`src/rtl/cardinal_dmem_arbiter.sv`:
```
// ---------------------------------------------------------------------------
// cardinal_dmem_arbiter
//
// Shares one 256x64 data-memory port between the four Cardinal node cores.
// Round-robin arbitration with an optional bounded lock, so a node can run a
// read-modify-write sequence without another node getting in between.
// Read data returns one cycle after the grant, tagged to the node that issued
// the read.
//
// Optional build macro: CARDINAL_DMEM_ARB_PERF_EN
//   defined   -> four saturating 32-bit grant counters on perf_gnt_cnt
//   undefined -> no counter flops, perf_gnt_cnt tied to 0
//
// Ports (bit i / slice i of every per-node vector belongs to node i):
//   clk          in   system clock, rising edge
//   reset        in   synchronous active-high reset
//   req          in   [0:3]   access request
//   wr           in   [0:3]   1 = write, 0 = read
//   lock         in   [0:3]   lock request, meaningful only with req
//   addr         in   [0:31]  packed addresses, node i at [8i +: 8]
//   wdata        in   [0:255] packed write data, node i at [64i +: 64]
//   gnt          out  [0:3]   one-hot grant (combinational)
//   rvalid       out  [0:3]   one-hot read-return strobe
//   rdata        out  [0:63]  read data broadcast, qualified by rvalid
//   mem_en       out          dmem enable
//   mem_wr_en    out          dmem write enable
//   mem_addr     out  [0:7]   dmem address
//   mem_din      out  [0:63]  dmem write data
//   mem_dout     in   [0:63]  dmem read data, valid the cycle after issue
//   perf_gnt_cnt out  [0:127] packed grant counters, node i at [32i +: 32]
// ---------------------------------------------------------------------------
module cardinal_dmem_arbiter #(
  parameter int NREQ     = 4,
  parameter int AW       = 8,
  parameter int DW       = 64,
  parameter int LOCK_MAX = 16
) (
  input  logic                 clk,
  input  logic                 reset,
  input  logic [0:NREQ-1]      req,
  input  logic [0:NREQ-1]      wr,
  input  logic [0:NREQ-1]      lock,
  input  logic [0:NREQ*AW-1]   addr,
  input  logic [0:NREQ*DW-1]   wdata,
  output logic [0:NREQ-1]      gnt,
  output logic [0:NREQ-1]      rvalid,
  output logic [0:DW-1]        rdata,
  output logic                 mem_en,
  output logic                 mem_wr_en,
  output logic [0:AW-1]        mem_addr,
  output logic [0:DW-1]        mem_din,
  input  logic [0:DW-1]        mem_dout,
  output logic [0:NREQ*32-1]   perf_gnt_cnt
);

  localparam int IW = $clog2(NREQ);
  localparam int CW = $clog2(LOCK_MAX + 1);

  typedef enum logic [0:0] {
    ST_IDLE   = 1'b0,
    ST_LOCKED = 1'b1
  } state_e;

  state_e        state_q, state_d;
  logic [IW-1:0] rr_ptr_q, rr_ptr_d;
  logic [IW-1:0] owner_q, owner_d;
  logic [CW-1:0] lock_cnt_q, lock_cnt_d;
  logic          tag_valid_q, tag_valid_d;
  logic [IW-1:0] tag_id_q, tag_id_d;

  logic          rr_vld_s;
  logic [IW-1:0] rr_win_s;
  logic [IW-1:0] scan_idx_s;
  logic          win_vld_s;
  logic [IW-1:0] win_s;
  logic          grant_s;

  // Round-robin pick: first asserted req at or after rr_ptr, wrapping.
  always_comb begin
    rr_vld_s   = 1'b0;
    rr_win_s   = '0;
    scan_idx_s = '0;
    for (int k = 0; k < NREQ; k++) begin
      scan_idx_s = rr_ptr_q + IW'(k);
      if (!rr_vld_s && req[scan_idx_s]) begin
        rr_vld_s = 1'b1;
        rr_win_s = scan_idx_s;
      end else begin
        rr_vld_s = rr_vld_s;
      end
    end
  end

  // Arbitration FSM: next state, winner and lock bookkeeping.
  always_comb begin
    state_d    = state_q;
    rr_ptr_d   = rr_ptr_q;
    owner_d    = owner_q;
    lock_cnt_d = lock_cnt_q;
    win_vld_s  = 1'b0;
    win_s      = '0;
    case (state_q)
      ST_IDLE: begin
        if (rr_vld_s) begin
          win_vld_s = 1'b1;
          win_s     = rr_win_s;
          rr_ptr_d  = rr_win_s + IW'(1);
          if (lock[rr_win_s]) begin
            state_d    = ST_LOCKED;
            owner_d    = rr_win_s;
            lock_cnt_d = CW'(1);
          end else begin
            state_d = ST_IDLE;
          end
        end else begin
          state_d = ST_IDLE;
        end
      end
      ST_LOCKED: begin
        if (req[owner_q]) begin
          win_vld_s  = 1'b1;
          win_s      = owner_q;
          lock_cnt_d = lock_cnt_q + CW'(1);
          // The grant that brings the count to LOCK_MAX is still served,
          // then the lock is dropped even if the owner keeps asking.
          if (!lock[owner_q] || (lock_cnt_q == CW'(LOCK_MAX - 1))) begin
            state_d    = ST_IDLE;
            lock_cnt_d = '0;
          end else begin
            state_d = ST_LOCKED;
          end
        end else begin
          state_d    = ST_IDLE;
          lock_cnt_d = '0;
        end
      end
      default: begin
        state_d    = ST_IDLE;
        lock_cnt_d = '0;
      end
    endcase
  end

  // Reset forces every combinational output quiet during the reset cycle.
  assign grant_s     = win_vld_s & ~reset;
  assign tag_valid_d = grant_s & ~wr[win_s];
  assign tag_id_d    = win_s;

  // Memory-port mux and one-hot grant from the winner.
  always_comb begin
    gnt       = '0;
    mem_en    = 1'b0;
    mem_wr_en = 1'b0;
    mem_addr  = '0;
    mem_din   = '0;
    if (grant_s) begin
      gnt[win_s] = 1'b1;
      mem_en     = 1'b1;
      mem_wr_en  = wr[win_s];
      mem_addr   = addr[int'(win_s)*AW +: AW];
      mem_din    = wdata[int'(win_s)*DW +: DW];
    end else begin
      gnt = '0;
    end
  end

  // Read return: strobe the tagged node, pass dmem data straight through.
  always_comb begin
    rvalid = '0;
    rdata  = '0;
    if (tag_valid_q && !reset) begin
      rvalid[tag_id_q] = 1'b1;
      rdata            = mem_dout;
    end else begin
      rdata = '0;
    end
  end

  // Arbiter state and read-tag registers.
  always_ff @(posedge clk) begin
    if (reset) begin
      state_q     <= ST_IDLE;
      rr_ptr_q    <= '0;
      owner_q     <= '0;
      lock_cnt_q  <= '0;
      tag_valid_q <= 1'b0;
      tag_id_q    <= '0;
    end else begin
      state_q     <= state_d;
      rr_ptr_q    <= rr_ptr_d;
      owner_q     <= owner_d;
      lock_cnt_q  <= lock_cnt_d;
      tag_valid_q <= tag_valid_d;
      tag_id_q    <= tag_id_d;
    end
  end

`ifdef CARDINAL_DMEM_ARB_PERF_EN
  logic [31:0] perf_cnt_q [NREQ];

  // Saturating per-node grant counters.
  always_ff @(posedge clk) begin
    if (reset) begin
      for (int i = 0; i < NREQ; i++) begin
        perf_cnt_q[i] <= 32'd0;
      end
    end else begin
      for (int i = 0; i < NREQ; i++) begin
        if (gnt[i] && (perf_cnt_q[i] != 32'hFFFF_FFFF)) begin
          perf_cnt_q[i] <= perf_cnt_q[i] + 32'd1;
        end else begin
          perf_cnt_q[i] <= perf_cnt_q[i];
        end
      end
    end
  end

  // Pack counters; held at zero while reset is asserted.
  always_comb begin
    perf_gnt_cnt = '0;
    for (int i = 0; i < NREQ; i++) begin
      if (!reset) begin
        perf_gnt_cnt[i*32 +: 32] = perf_cnt_q[i];
      end else begin
        perf_gnt_cnt[i*32 +: 32] = 32'd0;
      end
    end
  end
`else
  assign perf_gnt_cnt = '0;
`endif

endmodule

```
`config.mk`:
```
export PLATFORM = sky130hd
export DESIGN_NAME = cardinal_dmem_arbiter
export DESIGN_NICKNAME = d
export VERILOG_FILES = /design/src/rtl/cardinal_dmem_arbiter.sv
export SDC_FILE = /design/constraint.sdc
export NUM_CORES = 1
export LEC_CHECK = 0
export CELL_PAD_IN_SITES_DETAIL_PLACEMENT = 0
export CELL_PAD_IN_SITES_GLOBAL_PLACEMENT = 1
export CORE_AREA = 2 2 246 248
export CTS_BUF_LIST = sky130_fd_sc_hd__clkbuf_16
export CTS_CLUSTER_DIAMETER = 60
export DETAILED_ROUTE_END_ITERATION = 6
export DIE_AREA = 0 0 248 250
export GPL_TIMING_DRIVEN = 0
export PLACE_DENSITY_LB_ADDON = 0.15
export SYNTH_ARGS = -nofsm -noshare
export SYNTH_HDL_FRONTEND = slang
export SYNTH_SLANG_ARGS = --single-unit
```
`constraint.sdc`:
```
create_clock -name clk -period 2.1 [get_ports clk]
set_clock_uncertainty 0.2 [all_clocks]
set_input_delay 0.21 -clock clk [delete_from_list [all_inputs] [get_ports clk]]
set_output_delay 0.21 -clock clk [all_outputs]
set_load 0.02 [all_outputs]
```
[Word level (Yosys, flattened, before mapping)]
Index checks and enable logic that the tools add are counted.
Word-level totals
  register bits: 13
  input bits: 366
  output and inout port bits: 274
Cells by class
  $add $sub $neg: 5
  order comparisons: 10
  equal/unequal tests: 3
  shift-type cells: 2
  muxes and demuxes: 59
  bitwise operators: 15
  reductions and logical operators: 15
Operators by type and width (count)
  variable part select 256 x 32 -> 257 bit: 1
  two-way mux 64 bit: 2
  variable part select 32 x 32 -> 33 bit: 1
  inverter 5 -> 32 bit: 1
  inverter 8 -> 32 bit: 1
  two-way mux 1 bit: 30
  greater-or-equal comparator 3 bit, second input constant: 8
  inverter 2 -> 3 bit: 8
  two-way mux 5 bit: 4
  binary-select mux 1 bit (select 2 bit): 8
  two-way mux 2 bit: 6
  one-hot mux 5 bit (2 select lines): 1
  two-way mux 4 bit: 2
  two-way mux 8 bit: 1
  logical AND 1 bit: 6
  < comparator 3 x 1 -> 1 bit, second input constant: 2
  adder 5 x 1 -> 5 bit, second input constant: 1
  == test 5 x 4 -> 1 bit, second input constant: 1
  zero test 1 bit: 5
  adder 2 x 1 -> 2 bit, second input constant: 2
  adder 2 bit, second input constant: 2
  demux 1 bit (select 2 bit): 2
  inequality test 2 bit, second input constant: 2
  one-hot mux 1 bit (2 select lines): 2
  6 further kinds: 10

[Depth between registers and ports, before layout]
Gate-level depths: netlist (run 1).
  depth in word-level cells: 22
  mapped depth: 9
  gate-level depth less buffers: 7

[Worst setup path before layout (run 1)]
Ideal clock, no wire load.
  path type: reg-to-output
  from: register rr_ptr_q[0]
  to: output port mem_din[21] (netlist name)
  arrival: 1948 ps
  data required time: 1690 ps
  setup slack: -258 ps
  cell stages (with the launch flop): 10
  path through: dfxtp_1 -> and2b_1 -> o21ai_0 -> o2111ai_1 -> and2_1 -> buf_2 -> buf_4 -> buf_2 -> mux2i_1 -> o22ai_1
On the way
  longest elaborated chain between the ends: 19
  elaborated cells between the ends (all ways): 41
RTL lines
  start: declaration: RTL line 65  | logic [IW-1:0] rr_ptr_q, rr_ptr_d;
  start signal: assignment: RTL line 190  | rr_ptr_q <= rr_ptr_d;
  branches (longest 18 deep; another with adder 2 x 1 -> 2 bit)
  two-way mux 64 bit *: RTL line 156  | if (grant_s) begin
  end: declaration: RTL line 51  | output logic [0:DW-1] mem_din,
Every way passes the cells marked *. The select of a mux whose other input is x is not followed.

[Worst setup path in the final report (run 1)]
  from: register rr_ptr_q[0]
  to: output port mem_din[35] (netlist name)
The elaborated chain is that of the path after synthesis.

==> results of run 1 <==
worst paths after layout:
kind | start | endpoint | slack, ns | depth (start not counted)
min reg2reg | lock_cnt_q[4] | lock_cnt_q[4] | 0.28 | 1
min | reset | rr_ptr_q[1] | -0.007 | 2
max | rr_ptr_q[0] | mem_din[35] | -0.67 | 10
max reg2reg | rr_ptr_q[0] | lock_cnt_q[3] | -0.19 | 8
power groups by stage:
stage | clock network, mW | registers (mW) | logic (mW)
after CTS | 0.374 | 0.349 | 8.79
final | 0.369 | 0.352 | 9.53
after detailed placement | 0 | 0.351 | 7.04
after floorplan | 0 | 0.332 | 4.29
after global placement | 0 | 0.351 | 7.08
after global routing | 0.388 | 0.359 | 10.1
registers in the layout, indices dropped and copies added, names as in the netlist:
signal and count:
tag_valid_q 1, tag_id_q 2, rr_ptr_q 2, owner_q 2
lock_cnt_q 5, state_q 1
layer usage:
layer	wire length [um]	global-route usage (%)
met1	12300	10.6
met4	219	0.821
met3	3450	3.22
met2	20400	21.8
met5	23	0
area by class of cell:
class | count | area share (%)
Buffer | 168 | 11.8
Clock buffer | 3 | 0.538
Clock inverter | 1 | 0.0269
Inverter | 8 | 0.215
Multi-Input combinational cell | 497 | 34.7
Sequential cell | 13 | 1.94
Tap cell | 782 | 7.01
Timing Repair Buffer | 556 | 43.8
cells in the final DEF (no fill, tap or decap), types with 3 or more instances in the layout:
master           count
clkdlybuf4s50_1    360
buf_4              141
conb_1             128
buf_6               84
mux2i_1             69
and2_1              65
o22ai_2             55
dlymetal6s2s_1      47
mux2i_4             46
mux2i_2             33
buf_12              32
o22ai_4             18
clkdlybuf4s15_1     17
buf_16              11
clkbuf_16            9
inv_1                8
dfxtp_1              8
nand2_1              6
buf_8                6
nor2_1               5
clkbuf_4             5
a21oi_1              5
nor2_2               4
nor2_4               4
clkbuf_2             4
nor3b_1              4
a22o_1               4
nor4_1               3
dlygate4sd2_1        3
dfxtp_2              3
cell families (layout without fill, tap and decap cells):
logic type / Yosys count / count (layout) / synth area share, %
compound gates: 100 / 100 / 15.2
xor+xnor: 1 / 1 / 0.195
fa+ha+maj: 2 / 2 / 0.558
buf+inv: 177 / 736 / 28.7
flops: 13 / 13 / 5.81
mux: 149 / 149 / 33.5
other cells: 1 / 128 / 0.0836
simple gates: 117 / 117 / 15.8
worst reg2reg max path, stage by stage (launching register included):
cell and delay (ns):
dfxtp_2 0.34, and2b_2 0.25, buf_6 0.13, nor4b_4 0.29
or2_1 0.16, buf_6 0.13, a211oi_4 0.08, o311a_1 0.41
a22o_1 0.20
repair_timing:
item	in CTS	in global routing
hold endpoints to repair	1	0
resized for setup	648	175
hold buffers	1	0
pin swaps	15	38
cloned	10	6
buffers inserted	19	11
setup endpoints to repair	157	158
==> summary.txt, run 1 <==
Worst setup path
  – Setup crit start kind: flop
  – Critical path's largest stage delay: 0.34 ns
  – Crit path cell chain: and2b_2, o21ai_2, o2111ai_2, and2_4, buf_12, buf_16, buf_12, mux2i_4, o22ai_4, buf_6
  – Slowest CP cell: dfxtp_2
  – CP dominant cell by count: buf_12
  – Critical path endpoint category: primary output
  – Delay-heaviest family, CP: buffers and inverters
  – CP Data Required Time: 1.69 ns
  – Worst path arrival time: 2.36 ns
  – Buffers plus inverters on the worst setup path: 4
  – Setup CP Type: flop to primary output
  – Crit Path Max Fanout: 5

Placement
  – Routability cong.: 0.725
  – DP Area: 11900 sq um
  – Placed Instances: 1979
  – DPL Wire Length: 29.6 mm
  – Pre-CTS setup slack: -1.88 ns
  – Port Buffer Count: 510

Timing
  – Ratio of final minimum period to clock period: 132%
  – RSZ-0062 raised after global routing: yes
  – Worst setup margin: -0.674 ns
  – Hold Vio Cnt, Final: 3
  – Setup Viol. Count Final: 85
  – Fin crit period: 2.77 ns
  – Actual slew at the worst max-slew pin: 0.562 ns
  – Worst Hold Margin: -0.00727 ns
  – Rel. slew slack: 62.4%
  – Max Fclk: 0.361 GHz
  – Slew Viols, Final: 0
  – Setup_tns: -45.09 ns

Global routing
  – Vias in the first global route: 6506
  – Initial antenna violation count: 2
  – Global route total overflow: 0
  – Total Routing Usage GR: 10.6%
  – Global-route wire length before repair: 47.3 mm
  – Largest net degree at the start of global routing: 11

Floorplanning
  – Die height: 250 um
  – Die X: 248 um
  – Core ar.: 59600 sq um
  – Die area: 62000 sq um
  – Row count: 90
  – # IOs: 640
  – Initial Util: 7.53%

Yosys
  – Top cells by count, synth: mux2i_1 (148), buf_4 (144), o22ai_1 (73), and2_1 (67), dfxtp_1 (13)
  – Synth async-reset ratio: 0%
  – YS warnings: 0
  – Synth Flop Type: dfxtp_1
  – Post-synth EDFFs: 0
  – Synth top area share: 33.0%
  – Cells after synthesis: 560
  – Most common cell in the netlist: mux2i_1
  – Seq cells post-synth: 13
  – Cell taking the most area after synthesis: mux2i_1
  – Post-Synthesis Cell Area: 4480 sq um
  – Top cells by area, synth: mux2i_1 (33%), buf_4 (24%), o22ai_1 (10%), and2_1 (9.3%), dfxtp_1 (5.8%)
  – Sequential area share after synthesis: 5.81%
  – Synth Area per Inst: 8.01 sq um
  – Synth unique cells: 49

Clock network
  – Inserted Clock Buffers: 3
  – Clock sink total: 13
  – Clk pin slew, worst setup/hold paths: 0.05 ns
  – Clk_lat worst skew: 0.25 ns
  – Root buffer cell: clkbuf_16
  – Clock Path Buffers: 2
  – CTS HTree Levels: 1
  – TritonCTS clock tree: done

Layout
  – Nets@finish: 1615
  – Multi-input gate area: 4840 sq um
  – Finished Layout Cells: 2028
  – Register area: 272 sq um
  – Area grow syn2layout: 212%
  – Final core utilization: 23.4%
  – Fill cells: 6479
  – Share of cells above drive strength 1: 39.2%
  – Design area: 14000 sq um
  – Diode count: 0

Power
  – Internal: 5.81 mW
  – Lkg Pwr: 6.63 nW
  – Pwr/cell area: 734 nW/um^2
  – Clock share of power: 3.6%
  – Power share of the combinational group: 93.0%
  – Net Sw Power: 4.44 mW
  – Max VDD drop: 0.000350 V
  – Total power: 10.3 mW
  – Sw Share: 43.3%
  – Register share of total power: 3.4%

Routing
  – 1st-iter DRT viols: 97
  – Total wire length: 36.4 mm
  – Wire per inst: 17.9 um
  – Vias: 6473
  – Via-to-Cell Ratio: 3.19
  – DRC: 0
  – Pre-antenna DRT Iters: 4
  – Post-route ant nets: 0

Run status
  – Failing checks: hold timing, setup timing
  – Status: finished with violations

Hold path
  – Hold Crit Class: input pin to flop

Flow run
  – Max Cap Viol: 0
No activity file was read; power rests on OpenSTA's default activity.
==> run 2, diff against run 1 <==
ABC_CLOCK_PERIOD_IN_PS = 2100   (was default)
==> results of run 2 <==
Final layout, timing and power as in run 1 (identical DEF).
